==> src/rtl/tinytester_seqgen.sv <==
// Vector sequencer: a Wishbone-fed vector FIFO drives the pads across NPHASES
// programmable-length phases; synchronised pad inputs land in a result FIFO.
module tinytester_seqgen #(
  parameter int          NPINS          = 19,
  parameter int          NPHASES        = 4,
  parameter int          FIFO_AW        = 4,
  parameter int          ADDRWIDTH      = 5,
  parameter logic [31:0] DEF_READ_VALUE = 32'hBAD_FAB_AC
) (
  input  logic                 WBs_CLK_i,
  input  logic                 WBs_RST_i,
  input  logic [ADDRWIDTH-1:0] WBs_ADR_i,
  input  logic                 WBs_CYC_i,
  input  logic                 WBs_STB_i,
  input  logic                 WBs_WE_i,
  input  logic [3:0]           WBs_BYTE_STB_i,
  input  logic [31:0]          WBs_DAT_i,
  output logic [31:0]          WBs_DAT_o,
  output logic                 WBs_ACK_o,
  output logic                 interrupt_o,
  output logic [NPINS-1:0]     padout_o,
  output logic [NPINS-1:0]     padoe_o,
  input  logic [NPINS-1:0]     padin_i,
  output logic [NPHASES-1:0]   phase_o
);

  localparam int              PW       = (NPHASES > 1) ? $clog2(NPHASES) : 1;
  localparam int              DEPTH    = 1 << FIFO_AW;
  localparam logic [FIFO_AW:0] FULL_LVL = {1'b1, {FIFO_AW{1'b0}}};
  localparam logic [PW-1:0]   LAST_PH  = PW'(NPHASES - 1);

  typedef enum logic [2:0] {
    S_IDLE    = 3'd0,
    S_LOAD    = 3'd1,
    S_PHASE   = 3'd2,
    S_CAPTURE = 3'd3
  } state_t;

  // Byte strobes are ignored; every access is a full word.
  logic unused_bits;
  assign unused_bits = ^{WBs_BYTE_STB_i, WBs_DAT_i};

  logic ack_q;
  logic wb_req, wr_en, rd_en;
  assign wb_req = WBs_CYC_i & WBs_STB_i;
  assign wr_en  = ack_q & wb_req & WBs_WE_i;
  assign rd_en  = ack_q & wb_req & ~WBs_WE_i;

  always_ff @(posedge WBs_CLK_i) begin
    if (WBs_RST_i) ack_q <= 1'b0;
    else           ack_q <= wb_req & ~ack_q;
  end

  logic          sel_ctrl, sel_status, sel_plen, sel_oe, sel_vpush, sel_rpop, sel_irq, sel_act;
  logic [PW-1:0] act_idx;
  assign sel_ctrl   = (WBs_ADR_i == ADDRWIDTH'(0));
  assign sel_status = (WBs_ADR_i == ADDRWIDTH'(1));
  assign sel_plen   = (WBs_ADR_i == ADDRWIDTH'(2));
  assign sel_oe     = (WBs_ADR_i == ADDRWIDTH'(3));
  assign sel_vpush  = (WBs_ADR_i == ADDRWIDTH'(4));
  assign sel_rpop   = (WBs_ADR_i == ADDRWIDTH'(5));
  assign sel_irq    = (WBs_ADR_i == ADDRWIDTH'(6));
  assign sel_act    = (WBs_ADR_i >= ADDRWIDTH'(8)) && (WBs_ADR_i < ADDRWIDTH'(8 + NPHASES));
  assign act_idx    = PW'(WBs_ADR_i - ADDRWIDTH'(8));

  logic             run_q, en_done_q, en_err_q;
  logic [15:0]      phase_len_q;
  logic [NPINS-1:0] oe_q;
  logic [NPINS-1:0] active_q [NPHASES];
  logic             flush;
  assign flush = wr_en & sel_ctrl & WBs_DAT_i[1];

  always_ff @(posedge WBs_CLK_i) begin
    if (WBs_RST_i) begin
      run_q       <= 1'b0;
      en_done_q   <= 1'b0;
      en_err_q    <= 1'b0;
      phase_len_q <= '0;
      oe_q        <= '0;
      for (int p = 0; p < NPHASES; p++) active_q[p] <= '0;
    end else if (wr_en) begin
      if (sel_ctrl) begin
        run_q     <= WBs_DAT_i[0];
        en_done_q <= WBs_DAT_i[2];
        en_err_q  <= WBs_DAT_i[3];
      end
      if (sel_plen) phase_len_q <= WBs_DAT_i[15:0];
      if (sel_oe)   oe_q <= WBs_DAT_i[NPINS-1:0];
      if (sel_act)  active_q[act_idx] <= WBs_DAT_i[NPINS-1:0];
    end
  end

  state_t state_q, state_d;

  // Vector FIFO: extra pointer bit separates full from empty.
  logic [NPINS-1:0] vec_mem [DEPTH];
  logic [FIFO_AW:0] vec_wp_q, vec_rp_q, vec_lvl;
  logic             vec_full, vec_empty, vec_push_req, vec_push, vec_pop, vec_ovf_set;
  assign vec_lvl      = vec_wp_q - vec_rp_q;
  assign vec_full     = (vec_lvl == FULL_LVL);
  assign vec_empty    = (vec_lvl == '0);
  assign vec_push_req = wr_en & sel_vpush;
  assign vec_push     = vec_push_req & ~vec_full;
  assign vec_ovf_set  = vec_push_req & vec_full;
  assign vec_pop      = (state_q == S_LOAD);

  always_ff @(posedge WBs_CLK_i) begin
    if (vec_push) vec_mem[vec_wp_q[FIFO_AW-1:0]] <= WBs_DAT_i[NPINS-1:0];
  end

  always_ff @(posedge WBs_CLK_i) begin
    if (WBs_RST_i || flush) begin
      vec_wp_q <= '0;
      vec_rp_q <= '0;
    end else begin
      if (vec_push) vec_wp_q <= vec_wp_q + 1'b1;
      if (vec_pop)  vec_rp_q <= vec_rp_q + 1'b1;
    end
  end

  logic [NPINS-1:0] padin_s1_q, padin_s2_q;
  always_ff @(posedge WBs_CLK_i) begin
    if (WBs_RST_i) begin
      padin_s1_q <= '0;
      padin_s2_q <= '0;
    end else begin
      padin_s1_q <= padin_i;
      padin_s2_q <= padin_s1_q;
    end
  end

  logic [NPINS-1:0] res_mem [DEPTH];
  logic [FIFO_AW:0] res_wp_q, res_rp_q, res_lvl;
  logic             res_full, res_empty, res_push, res_pop_req, res_pop, res_unf_set;
  assign res_lvl     = res_wp_q - res_rp_q;
  assign res_full    = (res_lvl == FULL_LVL);
  assign res_empty   = (res_lvl == '0);
  assign res_push    = (state_q == S_CAPTURE) & ~res_full;
  assign res_pop_req = rd_en & sel_rpop;
  assign res_pop     = res_pop_req & ~res_empty;
  assign res_unf_set = res_pop_req & res_empty;

  always_ff @(posedge WBs_CLK_i) begin
    if (res_push) res_mem[res_wp_q[FIFO_AW-1:0]] <= padin_s2_q;
  end

  always_ff @(posedge WBs_CLK_i) begin
    if (WBs_RST_i || flush) begin
      res_wp_q <= '0;
      res_rp_q <= '0;
    end else begin
      if (res_push) res_wp_q <= res_wp_q + 1'b1;
      if (res_pop)  res_rp_q <= res_rp_q + 1'b1;
    end
  end

  logic [PW-1:0]      phase_q, phase_d;
  logic [15:0]        cnt_q, cnt_d;
  logic [NPINS-1:0]   cur_q, cur_d, padout_q, padout_d;
  logic [NPHASES-1:0] phase_oh_q, phase_oh_d;
  logic               done_set;

  always_comb begin
    state_d  = state_q;
    phase_d  = phase_q;
    cnt_d    = cnt_q;
    cur_d    = cur_q;
    done_set = 1'b0;
    case (state_q)
      S_IDLE: if (run_q && !vec_empty) state_d = S_LOAD;
      S_LOAD: begin
        cur_d   = vec_mem[vec_rp_q[FIFO_AW-1:0]];
        phase_d = '0;
        cnt_d   = phase_len_q;
        state_d = S_PHASE;
      end
      S_PHASE: begin
        if (cnt_q == 16'd0) begin
          cnt_d = phase_len_q;
          if (phase_q == LAST_PH) state_d = S_CAPTURE;
          else                    phase_d = phase_q + 1'b1;
        end else begin
          cnt_d = cnt_q - 16'd1;
        end
      end
      S_CAPTURE: begin
        if (!res_full) begin
          if (run_q && !vec_empty) begin
            state_d = S_LOAD;
          end else begin
            state_d  = S_IDLE;
            done_set = 1'b1;
          end
        end
      end
      default: state_d = S_IDLE;
    endcase
    if (flush) begin
      state_d  = S_IDLE;
      done_set = 1'b0;
    end
    // Pad outputs are registered from the next state so they line up with state_q.
    padout_d   = '0;
    phase_oh_d = '0;
    case (state_d)
      S_PHASE: begin
        padout_d   = cur_d & active_q[phase_d];
        phase_oh_d = NPHASES'(1) << phase_d;
      end
      S_CAPTURE: padout_d = padout_q;
      default:   padout_d = '0;
    endcase
  end

  always_ff @(posedge WBs_CLK_i) begin
    if (WBs_RST_i) begin
      state_q    <= S_IDLE;
      phase_q    <= '0;
      cnt_q      <= '0;
      cur_q      <= '0;
      padout_q   <= '0;
      phase_oh_q <= '0;
    end else begin
      state_q    <= state_d;
      phase_q    <= phase_d;
      cnt_q      <= cnt_d;
      cur_q      <= cur_d;
      padout_q   <= padout_d;
      phase_oh_q <= phase_oh_d;
    end
  end

  // Set events take priority over a W1C landing on the same bit.
  logic [2:0] irq_q, irq_d, irq_w1c;
  logic       intr_q;
  assign irq_w1c = (wr_en && sel_irq) ? WBs_DAT_i[2:0] : 3'b000;
  assign irq_d   = (irq_q & ~irq_w1c) | {res_unf_set, vec_ovf_set, done_set};

  always_ff @(posedge WBs_CLK_i) begin
    if (WBs_RST_i) begin
      irq_q  <= '0;
      intr_q <= 1'b0;
    end else begin
      irq_q  <= irq_d;
      intr_q <= (irq_q[0] & en_done_q) | ((irq_q[1] | irq_q[2]) & en_err_q);
    end
  end

  logic        stalled;
  logic [31:0] rdata;
  assign stalled = (state_q == S_CAPTURE) & res_full;

  always_comb begin
    rdata = '0;
    if (sel_ctrl) begin
      rdata[3:0] = {en_err_q, en_done_q, 1'b0, run_q};
    end else if (sel_status) begin
      rdata[2:0]             = state_q;
      rdata[8 +: FIFO_AW+1]  = vec_lvl;
      rdata[16 +: FIFO_AW+1] = res_lvl;
      rdata[24]              = stalled;
    end else if (sel_plen) begin
      rdata[15:0] = phase_len_q;
    end else if (sel_oe) begin
      rdata[NPINS-1:0] = oe_q;
    end else if (sel_vpush) begin
      rdata = '0;
    end else if (sel_rpop) begin
      if (res_empty) rdata = DEF_READ_VALUE;
      else           rdata[NPINS-1:0] = res_mem[res_rp_q[FIFO_AW-1:0]];
    end else if (sel_irq) begin
      rdata[2:0] = irq_q;
    end else if (sel_act) begin
      rdata[NPINS-1:0] = active_q[act_idx];
    end else begin
      rdata = DEF_READ_VALUE;
    end
  end

  assign WBs_DAT_o   = ack_q ? rdata : '0;
  assign WBs_ACK_o   = ack_q;
  assign interrupt_o = intr_q;
  assign padout_o    = padout_q;
  assign padoe_o     = oe_q;
  assign phase_o     = phase_oh_q;

endmodule

==> config.mk <==
export PLATFORM = sky130hd
export DESIGN_NAME = tinytester_seqgen
export DESIGN_NICKNAME = d
export VERILOG_FILES = /design/src/rtl/tinytester_seqgen.sv
export SDC_FILE = /design/constraint.sdc
export NUM_CORES = 1
export LEC_CHECK = 0
export ABC_AREA = 1
export ABC_CLOCK_PERIOD_IN_PS = 5800
export BUFFER_PORTS_ARGS = -buffer_cell sky130_fd_sc_hd__buf_4
export CORE_MARGIN = 4
export CORE_UTILIZATION = 40
export DETAILED_ROUTE_END_ITERATION = 6
export PLACE_DENSITY = 0.66
export SYNTH_ARGS = -nofsm -noshare
export SYNTH_HDL_FRONTEND = slang
export SYNTH_SLANG_ARGS = --single-unit
==> constraint.sdc <==
create_clock -name WBs_CLK_i -period 5.8 [get_ports WBs_CLK_i]
set_input_delay 0.87 -clock WBs_CLK_i [delete_from_list [all_inputs] [get_ports WBs_CLK_i]]
set_output_delay 0.87 -clock WBs_CLK_i [all_outputs]
set_load 0.005 [all_outputs]
## After elaboration in Yosys (flattened, before gate mapping)

Memory sizes are Yosys's and may differ from the RTL's. A register that Yosys moved wholly into a read port is not among the register bits.
Index checks and enable logic that the tools add are counted.

- Add/subtract/negate cells: 9
- Magnitude comparators: 2
- Equal/unequal tests: 14
- Shift operators: 1
- Mux-type cells: 70
- Bitwise logic cells: 29
- Reduce and logical (&&, ||, !) cells: 16

Operators by type and width:

| cell | count |
|---|---|
| two-way mux 19 bit | 12 |
| two-way mux 32 bit | 7 |
| two-way mux 16 bit | 3 |
| two-way mux 13 bit | 3 |
| case mux 19 bit (2 select lines) | 1 |
| case mux 16 bit (2 select lines) | 1 |
| two-way mux 3 bit | 10 |
| two-way mux 29 bit | 1 |
| two-way mux 28 bit | 1 |
| adder 5 x 1 -> 5 bit (second input constant) | 4 |
| two-way mux 4 bit | 5 |
| bitwise AND 19 bit | 1 |
| OR reduction 19 bit | 1 |
| bitwise AND 1 bit | 17 |
| two-way mux 1 bit | 17 |
| zero test 16 bit | 1 |
| subtractor 16 x 1 -> 16 bit (second input constant) | 1 |
| equality test 5 x 3 -> 1 bit (second input constant) | 3 |
| zero test 5 bit | 3 |
| two-way mux 5 bit | 3 |
| equality test 3 x 2 -> 1 bit (second input constant) | 4 |
| case mux 3 bit (4 select lines) | 1 |
| equality test 5 x 2 -> 1 bit (second input constant) | 2 |
| equality test 5 bit (second input constant) | 2 |
| other kinds (24) | 37 |

- Flip-flop bits (word level): 164
- RAM bits: 684
- Bits of input ports: 65
- Word-level logic and storage cells: 164
- Memories kept: 3

Memory list:

| name | depth | bits a word | rd ports | clocked after Yosys merged registers in | wr ports | line | source |
|---|---|---|---|---|---|---|---|
| res_mem | 16 | 19 | 1 | 1 | 1 | 132 | `logic [NPINS-1:0] res_mem [DEPTH];` |
| vec_mem | 16 | 19 | 1 | 1 | 1 | 96 | `logic [NPINS-1:0] vec_mem [DEPTH];` |
| active_q | 4 | 19 | 2 | 0 | 4 | 69 | `logic [NPINS-1:0] active_q [NPHASES];` |

## Logic depth before layout (Yosys ltp)

Gate-level depths: netlist (run 1).

- Depth in word-level cells: 22
- Mapped depth: 17
- Depth with buffers taken out: 16

## Least setup slack after synthesis (run 1)

Ideal clock, no wire load.

- Path type: in2reg
- From: input WBs_ADR_i[4]
- To: memory vec_mem[0][0], enable pin
- Arrival: 3.227 ns
- Path slack: 2.154 ns
- Stages: 9
- Buffers on the path: 2
- Path through: nor3_1 -> inv_1 -> nor2_1 -> inv_1 -> nor2_2 -> nand2_1 -> buf_2 -> buf_6 -> nor3_1

- Cells in the longest elaborated chain, start to end: 5

RTL lines:

| what | line | source |
|---|---|---|
| from (decl) | 12 | `input logic [ADDRWIDTH-1:0] WBs_ADR_i,` |
| equality test 5 x 3 -> 1 bit | 60 | `assign sel_vpush = (WBs_ADR_i == ADDRWIDTH'(4));` |
| bitwise AND 1 bit | 102 | `assign vec_push_req = wr_en & sel_vpush;` |
| bitwise AND 1 bit | 103 | `assign vec_push = vec_push_req & ~vec_full;` |
| two-way mux 1 bit | 108 | `if (vec_push) vec_mem[vec_wp_q[FIFO_AW-1:0]] <= WBs_DAT_i[NPINS-1:0];` |
| two-way mux 1 bit (implied by the code) | 108 |  |
| to (decl) | 96 |  |

Every way passes these cells.

## Final worst setup path (run 1)

- From: register res_wp_q[0]
- To: output WBs_DAT_o[18]

- Cells in the longest elaborated chain, start to end: 14

RTL lines:

| what | line | source |
|---|---|---|
| from (decl) | 133 | `logic [FIFO_AW:0] res_wp_q, res_rp_q, res_lvl;` |
| from (signal assigned) | 152 | `if (res_push) res_wp_q <= res_wp_q + 1'b1;` |
| subtractor 5 bit * | 135 | `assign res_lvl = res_wp_q - res_rp_q;` |
| zero test 5 bit | 137 | `assign res_empty = (res_lvl == '0);` |
| two-way mux 19 bit | 269 | `if (res_empty) rdata = DEF_READ_VALUE;` |
| two-way mux 32 bit | 268 | `end else if (sel_rpop) begin` |
| two-way mux 32 bit | 266 | `end else if (sel_vpush) begin` |
| two-way mux 32 bit | 264 | `end else if (sel_oe) begin` |
| two-way mux 32 bit | 262 | `end else if (sel_plen) begin` |
| two-way mux 32 bit | 257 | `end else if (sel_status) begin` |
| two-way mux 32 bit | 255 | `if (sel_ctrl) begin` |
| two-way mux 19 bit | 264 |  |
| two-way mux 16 bit | 262 |  |
| two-way mux 5 bit * | 257 |  |
| two-way mux 28 bit * | 255 |  |
| two-way mux 32 bit * | 280 | `assign WBs_DAT_o = ack_q ? rdata : '0;` |
| to (decl) | 18 | `output logic [31:0] WBs_DAT_o,` |

Every way passes the cells marked *; elsewhere a longest branch is shown, timed or not. The select of a mux whose other input is x is not followed.

==> flow_metrics.env, run 1 <==
export IMPL_outcome="complete, no violations"
export IMPL_place_ws_ns=1.41
export IMPL_avgRoutedWirePerCell_um=21.1
export IMPL_clk_latency_ns=0.66
export IMPL_crit_path_end_kind="output port"
export IMPL_synth_area_per_cell_um2=10.6
export IMPL_synth_warnings=0
export IMPL_drive_gt1_share_pct=11.5
export IMPL_grt_ovfl_total=0
export IMPL_routabilityCongestion=0.879
export IMPL_synth_distinct_cells=57
export IMPL_nNetsFinal=3543
export IMPL_grt_pass1_wl_mm=149
export IMPL_hp_class="reg2reg"
export IMPL_required_ns=4.93
export IMPL_design_die_area_um2=94100
export IMPL_period_share_pct=83.3
export IMPL_syn_inst=3376
export IMPL_clockBufferDepth=3
export IMPL_instances_no_fill=4693
export IMPL_setup_viol=0
export IMPL_p_int_w=0.00979
export IMPL_grt_max_degree=115
export IMPL_ir_drop_mv=0.359
export IMPL_synth_seq_cells=856
export IMPL_clock_sinks=856
export IMPL_tightest_slew_ns=1.16
export IMPL_vias=25500
export IMPL_finalClockSkew_ns=0.0404
export IMPL_syn2layout_area_growth_pct=13.6
export IMPL_rsz0062_at_grt="no"
export IMPL_p_clk_share_pct=44.2
export IMPL_cts_made_buffers=87
export IMPL_cts_root_buf="clkbuf_16"
export IMPL_slew_headroom_pct=22.4
export IMPL_p_sw_share_pct=20.8
export IMPL_dpl_cell_count=4532
export IMPL_drv_cap=0
export IMPL_switchingPower_w=0.00258
export IMPL_path_clk_slew_ns=0.06
export IMPL_ant_nets=0
export IMPL_diodes=0
export IMPL_core_um2=88500
export IMPL_cts_hold_buf=0
export IMPL_htree_levels=3
export IMPL_netlist_area_um2=35700
export IMPL_finalCriticalPeriod_ns=4.83
export IMPL_antenna_found_initial=3
export IMPL_path_class="reg2out"
export IMPL_combPwrFrac_pct=1.9
export IMPL_power_leakage_nw=14.9
export IMPL_totalWireLength_mm=99.1
export IMPL_cp_max_fo=16
export IMPL_dr_pass1_iters=5
export IMPL_slew_viol_final=0
export IMPL_finalWorstSetupSlack_ns=0.971
export IMPL_postCtsSetupRepairBufs=0
export IMPL_cts_resized=0
export IMPL_dieHeight_um=307
export IMPL_holdWs_ns=0.401
export IMPL_grt_util_all_layers_pct=20.7
export IMPL_fin_tns_setup_ns=0
export IMPL_drc=0
export IMPL_synthArstFlopShare_pct=0
export IMPL_synth_edf_count=684
export IMPL_synth_ff_type="edfxtp_1"
export IMPL_cts_tree="yes"
export IMPL_p_per_area_nw_per_um2=305
export IMPL_pwr_share_seq_pct=54.0
export IMPL_fmax_mhz=207
export IMPL_hold_viol_final=0
export IMPL_yosysSeqAreaShare_pct=67.1
export IMPL_vias_per_cell=5.43
export IMPL_drt_iter0_drc=2577
export IMPL_dieWidth_um=307
export IMPL_initial_core_util_pct=40.4
export IMPL_critPathArrivalTime_ns=3.96
export IMPL_io_pins=141
export IMPL_hpwl_mm=59.7
export IMPL_critPathLaunchType="register"
export IMPL_port_buffers=120
export IMPL_rows=109
export IMPL_grt_pass1_vias=23700
## flip-flops by register name (all words and copies together), names as in the netlist, 2 cells and up, named ones only
signal       flops
irq_q            3
phase_q          2
active_q        76
cur_q           19
padoe_o         19
res_mem        304
phase_len_q     16
padin_s2_q      19
state_q          3
vec_rp_q         5
padin_s1_q      19
padout_o        19
res_rp_q         5
vec_wp_q         5
res_wp_q         5
cnt_q           16
phase_o          4
vec_mem        304
## worst paths after layout
kind | startpoint | endpoint | slack (ns) | cells after the start
worst max register to register | res_wp_q[0] | res_mem[15][10] | 2.23 | 12
worst min-delay path | padin_s1_q[2] | padin_s2_q[2] | 0.40 | 2
worst max-delay path | res_wp_q[0] | WBs_DAT_o[18] | 0.97 | 16
worst min register to register | padin_s1_q[2] | padin_s2_q[2] | 0.40 | 2
## stage by stage
stage	instance area [um^2]	power [W]	utilization [%]
final	40600	0.0124	45.8
after global routing	40600	0.0127	45.8
after CTS	40600	0.0124	45.8
after detailed placement	37800	0.00703	42.7
after global placement	37800	0.00703	42.7
after floorplan	35700	0.00689	-
## cell families after synthesis
logic type	share of synthesized area (%)
simple gates	17.6
flops	67.1
compound gates	9.49
buf+inv	4.60
fa+ha+maj	0.813
xor+xnor	0.319
other cells	0.0105
mux	0.0280
## layer usage
| metal | wire [um] | vias to the layer above | track usage, % |
|---|---|---|---|
| li1 | - | 11900 | - |
| met1 | 43300 | 12400 | 30.2 |
| met2 | 45500 | 1105 | 32.5 |
| met3 | 7750 | 144 | 2.76 |
| met4 | 2520 | 2 | 6.14 |
| met5 | 13 | - | 0 |
## final cells by class
type	instances	area, um^2
inverter	188	718
clock buffer	122	2390
sequential	856	24000
timing repair buffer	182	1370
tap	1165	1460
multi-input combinational	2141	10200
clock inverter	39	394
fill	7999	47900
## power groups by stage
stage	clock network [W]	logic [W]	registers, W
final	0.00546	0.000234	0.00667
after global routing	0.00580	0.000255	0.00667
after CTS	0.00552	0.000232	0.00667
after detailed placement	0	0.000232	0.00680
after global placement	0	0.000229	0.00680
after floorplan	0	0.0000994	0.00679
## worst max-delay path, cell delays in order (launching register included)
cell and delay (ns):
dfxtp_1 0.40, inv_1 0.12, ha_1 0.20, inv_1 0.09
fa_1 0.43, or2_1 0.24, nor2_1 0.17, nand3_1 0.10
buf_4 0.20, nand2_1 0.11, inv_2 0.16, nand3_1 0.16
nand2_1 0.06, nand2_1 0.05, nand2_1 0.05, a21oi_1 0.55
buf_4 0.23
## cells in the mapped netlist (2+ instances only)
master     instances  area, um^2
a211oi_1           4        30.0
a21oi_1          121         606
a221oi_1           3        26.3
a22oi_1           14         105
a31oi_1            6        37.5
a41oi_1            4        35.0
buf_1             19        71.3
buf_2             57         285
buf_4             17         128
buf_6              9         101
clkbuf_1          92         345
clkinv_1          10        37.5
dfxtp_1          172        3440
edfxtp_1         684       20500
fa_1               2        40.0
ha_1              20         250
inv_1            166         623
inv_2             10        37.5
nand2_1          648        2430
nand2_2            8        50.1
nand2_4            5        56.3
nand3_1          271        1360
nand3_2            2        20.0
nand3b_1           2        15.0
nand4_1            5        31.3
nor2_1           474        1780
nor2_2             6        37.5
nor2_4             6        67.6
nor3_1            48         240
nor3_2             3        30.0
nor3_4             2        32.5
o2111ai_1          3        26.3
o211ai_1          83         623
o21ai_0          318        1590
o21ai_1           15        75.1
o221ai_1           7        61.3
o22ai_1           16         100
or2_2             14        87.6
xnor2_1            5        43.8
xor2_1             8        70.1
## cell usage in the layout, fill, tap and decap left out, types with 20 or more instances in the layout
master	count
nor2_2	22
inv_1	166
edfxtp_1	684
nand3_1	271
a21oi_1	121
clkbuf_16	89
dfxtp_1	168
clkbuf_1	29
nor3_1	35
o21ai_0	317
ha_1	20
buf_4	182
nor2_1	455
nand2_1	648
o211ai_1	83
(Power assumes the default switching activity.)
==> inputs of run 2 (changes only) <==
- ABC_AREA: 1 -> 0
- ABC_CLOCK_PERIOD_IN_PS: 5800 -> 4000
- PLACE_DENSITY: 0.66 -> 0.68
- clock period: 5.8 -> 4 ns (I/O delays scaled with it)
==> run 2 against run 1 <==
- the flow now finishes with violations (design-rule violations)
- utilization is 1.4 points higher
- clock power is 50% higher
- synthesized area is 1.3% lower
- hold slack lost 0.26 ns
- combinational power is 67% higher
- critical endpoint is now WBs_DAT_o[2]
==> flow_metrics.env, run 2 <==
export IMPL_max_stage_delay_ns=0.46
export IMPL_violations="design-rule violations"
export IMPL_rsz0062_at_grt="yes"
export IMPL_power_leakage_nw=13.6
export IMPL_dieWidth_um=305
export IMPL_nNetsFinal=2553
export IMPL_fmax_mhz=252
export IMPL_most_common_layout_cells="edfxtp_1 (684), buf_4 (210), mux4_2 (175)"
export IMPL_critPathArrivalTime_ns=3.36
export IMPL_drc=4
export IMPL_grt_util_all_layers_pct=19.6
export IMPL_rows=108
export IMPL_drive_gt1_share_pct=24.6
export IMPL_grt_pass1_vias=21300
export IMPL_synth_most_common_cell="edfxtp_1"
export IMPL_ir_drop_mv=0.419
export IMPL_crit_chain="inv_4 > ha_4 > inv_4 > fa_2 > nand3b_1 > a211oi_2 > nor2_4 > o21ai_4 > buf_12 > buf_12 > o221ai_4 > a21oi_2 > buf_6 > buf_6"
export IMPL_cts_hold_buf=0
export IMPL_tightest_slew_ns=1.09
export IMPL_period_share_pct=99.1
export IMPL_final_common_cell="edfxtp_1"
export IMPL_netlist_area_um2=35200
export IMPL_hp_class="in2reg"
export IMPL_dr_pass1_iters=7
export IMPL_ant_nets=0
export IMPL_crit_path_end_kind="output port"
export IMPL_critPathLaunchType="register"
export IMPL_vias=21600
export IMPL_fin_util_pct=47.3
export IMPL_syn2layout_area_growth_pct=16.9
export IMPL_met2_usage_pct=31.6
export IMPL_synth_top_area_share_pct=58.3
export IMPL_avgRoutedWirePerCell_um=25.3
export IMPL_finalCriticalPeriod_ns=3.96
export IMPL_core_um2=87200
export IMPL_p_per_area_nw_per_um2=443
export IMPL_dieHeight_um=305
export IMPL_cp_max_fo=5
export IMPL_synthArstFlopShare_pct=0
export IMPL_antenna_found_initial=6
export IMPL_cts_made_buffers=88
export IMPL_syn_inst=2295
export IMPL_vias_per_cell=5.84
export IMPL_slowest_stage="fa_2"
export IMPL_hpwl_mm=59.1
export IMPL_drt_iter0_drc=2719
export IMPL_slew_viol_final=0
export IMPL_synth_warnings=0
export IMPL_clock_sinks=856
export IMPL_slew_headroom_pct=26.9
export IMPL_routabilityCongestion=0.901
export IMPL_outcome="finished with violations"
export IMPL_path_clk_slew_ns=0.06
export IMPL_synthTopCellsByArea="edfxtp_1 (58%), mux4_2 (11%), dfxtp_1 (9.8%)"
export IMPL_path_class="reg2out"
export IMPL_yosys_top_cells_count="edfxtp_1 (684), mux4_2 (175), dfxtp_1 (172)"
export IMPL_hold_viol_final=0
export IMPL_clockBufferDepth=3
export IMPL_yosysTopAreaCell="edfxtp_1"
export IMPL_synth_seq_cells=856
export IMPL_critical_path_buf_inv_count=6
export IMPL_use_met1_pct=26.6
export IMPL_cts_root_buf="clkbuf_16"
export IMPL_grt_pass1_wl_mm=137
export IMPL_grtUsageMet3_pct=5.06
export IMPL_cp_top_family="compound AO/OA/AOI/OAI gates"
export IMPL_grt_busiest_layer="met2"
export IMPL_synth_area_per_cell_um2=15.4
export IMPL_synth_distinct_cells=73
export IMPL_htree_levels=3
export IMPL_yosysSeqAreaShare_pct=68.0
export IMPL_design_die_area_um2=92900
export IMPL_drv_cap=0
export IMPL_io_pins=141
export IMPL_synth_edf_count=684
export IMPL_synth_ff_type="edfxtp_1"
export IMPL_initial_core_util_pct=40.4
export IMPL_setup_viol=0
export IMPL_dpl_cell_area_um2=37900
export IMPL_required_ns=3.40
export IMPL_grt_max_degree=75
export IMPL_grt_ovfl_total=0
export IMPL_holdWs_ns=0.142
export IMPL_fin_tns_setup_ns=0
export IMPL_port_buffers=120
export IMPL_totalWireLength_mm=93.4
export IMPL_stdcell_area_um2=41200
export IMPL_clk_latency_ns=0.67
export IMPL_cts_tree="yes"
export IMPL_finalClockSkew_ns=0.0787
## run 2: cell count changes after synthesis, moves of 18 or more
cell	previous run	this run
nand2b_1	0	30
nor2b_1	0	53
o211ai_1	83	7
nor2_1	474	131
o21ai_0	318	50
mux2i_1	1	54
inv_1	166	52
a221oi_1	3	22
and3_1	0	61
buf_2	57	24
mux4_2	0	175
nand2_1	648	160
nand3_1	271	51
or4_1	0	18
## run 2: final cells by class
type	count	area, um^2
Clock inverter	39	475
Sequential cell	856	24000
Fill cell	7275	46000
Multi-Input combinational cell	1240	10700
Antenna cell	3	7.51
Timing Repair Buffer	227	1860
Clock buffer	126	2510
Inverter	53	206
Tap cell	1155	1450
## run 2: kinds of logic (layout without fill, tap and decap cells)
| family | count (synthesis) | count (layout) | synth area share [%] |
|---|---|---|---|
| muxes | 245 | 245 | 13.2 |
| buffers and inverters | 202 | 445 | 2.40 |
| xor gates and xnor gates | 20 | 20 | 0.497 |
| adders and majority gates | 22 | 22 | 0.824 |
| AOI/OAI and AO/OA | 335 | 335 | 6.26 |
| other | 1 | 7 | 0.0106 |
| DFF | 856 | 856 | 68.0 |
| and+or+nand+nor | 614 | 614 | 8.74 |
## run 2: final timing paths
| path | slack, ns | depth (start not counted) | start | endpoint |
|---|---|---|---|---|
| max | 0.04 | 14 | res_wp_q[0] | WBs_DAT_o[2] |
| min | 0.14 | 2 | padin_i[9] | padin_s1_q[9] |
| max reg2reg | 0.49 | 11 | vec_wp_q[0] | vec_mem[13][13] |
| min reg2reg | 0.44 | 1 | padin_s1_q[4] | padin_s2_q[4] |
## run 2: power breakdown
part / leakage [nW] / switching, W / total [W] / internal, W
sequential: 7.69 / 0.0000532 / 0.00968 / 0.00962
combinational: 4.50 / 0.000265 / 0.000390 / 0.000124
clock: 1.45 / 0.00344 / 0.00819 / 0.00475
## run 2: timing repair
item	in CTS	in global routing
gates cloned	0	3
endpoints found under the setup margin	27	28
pin swaps	1	18
setup buffers	0	7
gates resized for setup	11	49
## run 2: layer usage
layer | wire length (um) | vias up
met5 | 10 | -
met4 | 2280 | 2
met3 | 10200 | 150
met2 | 44400 | 1154
met1 | 36500 | 11000
li1 | - | 9297
## run 2: through the flow
step                      setup WS [ns]  std cells  power [W]
after detailed placement          0.481       3521     0.0102
after global routing            -0.0901       3696     0.0189
final                            0.0354       3699     0.0183
after CTS                       0.00684       3686     0.0184
after floorplan                   0.110       2298     0.0100
after global placement            0.491       3521     0.0102
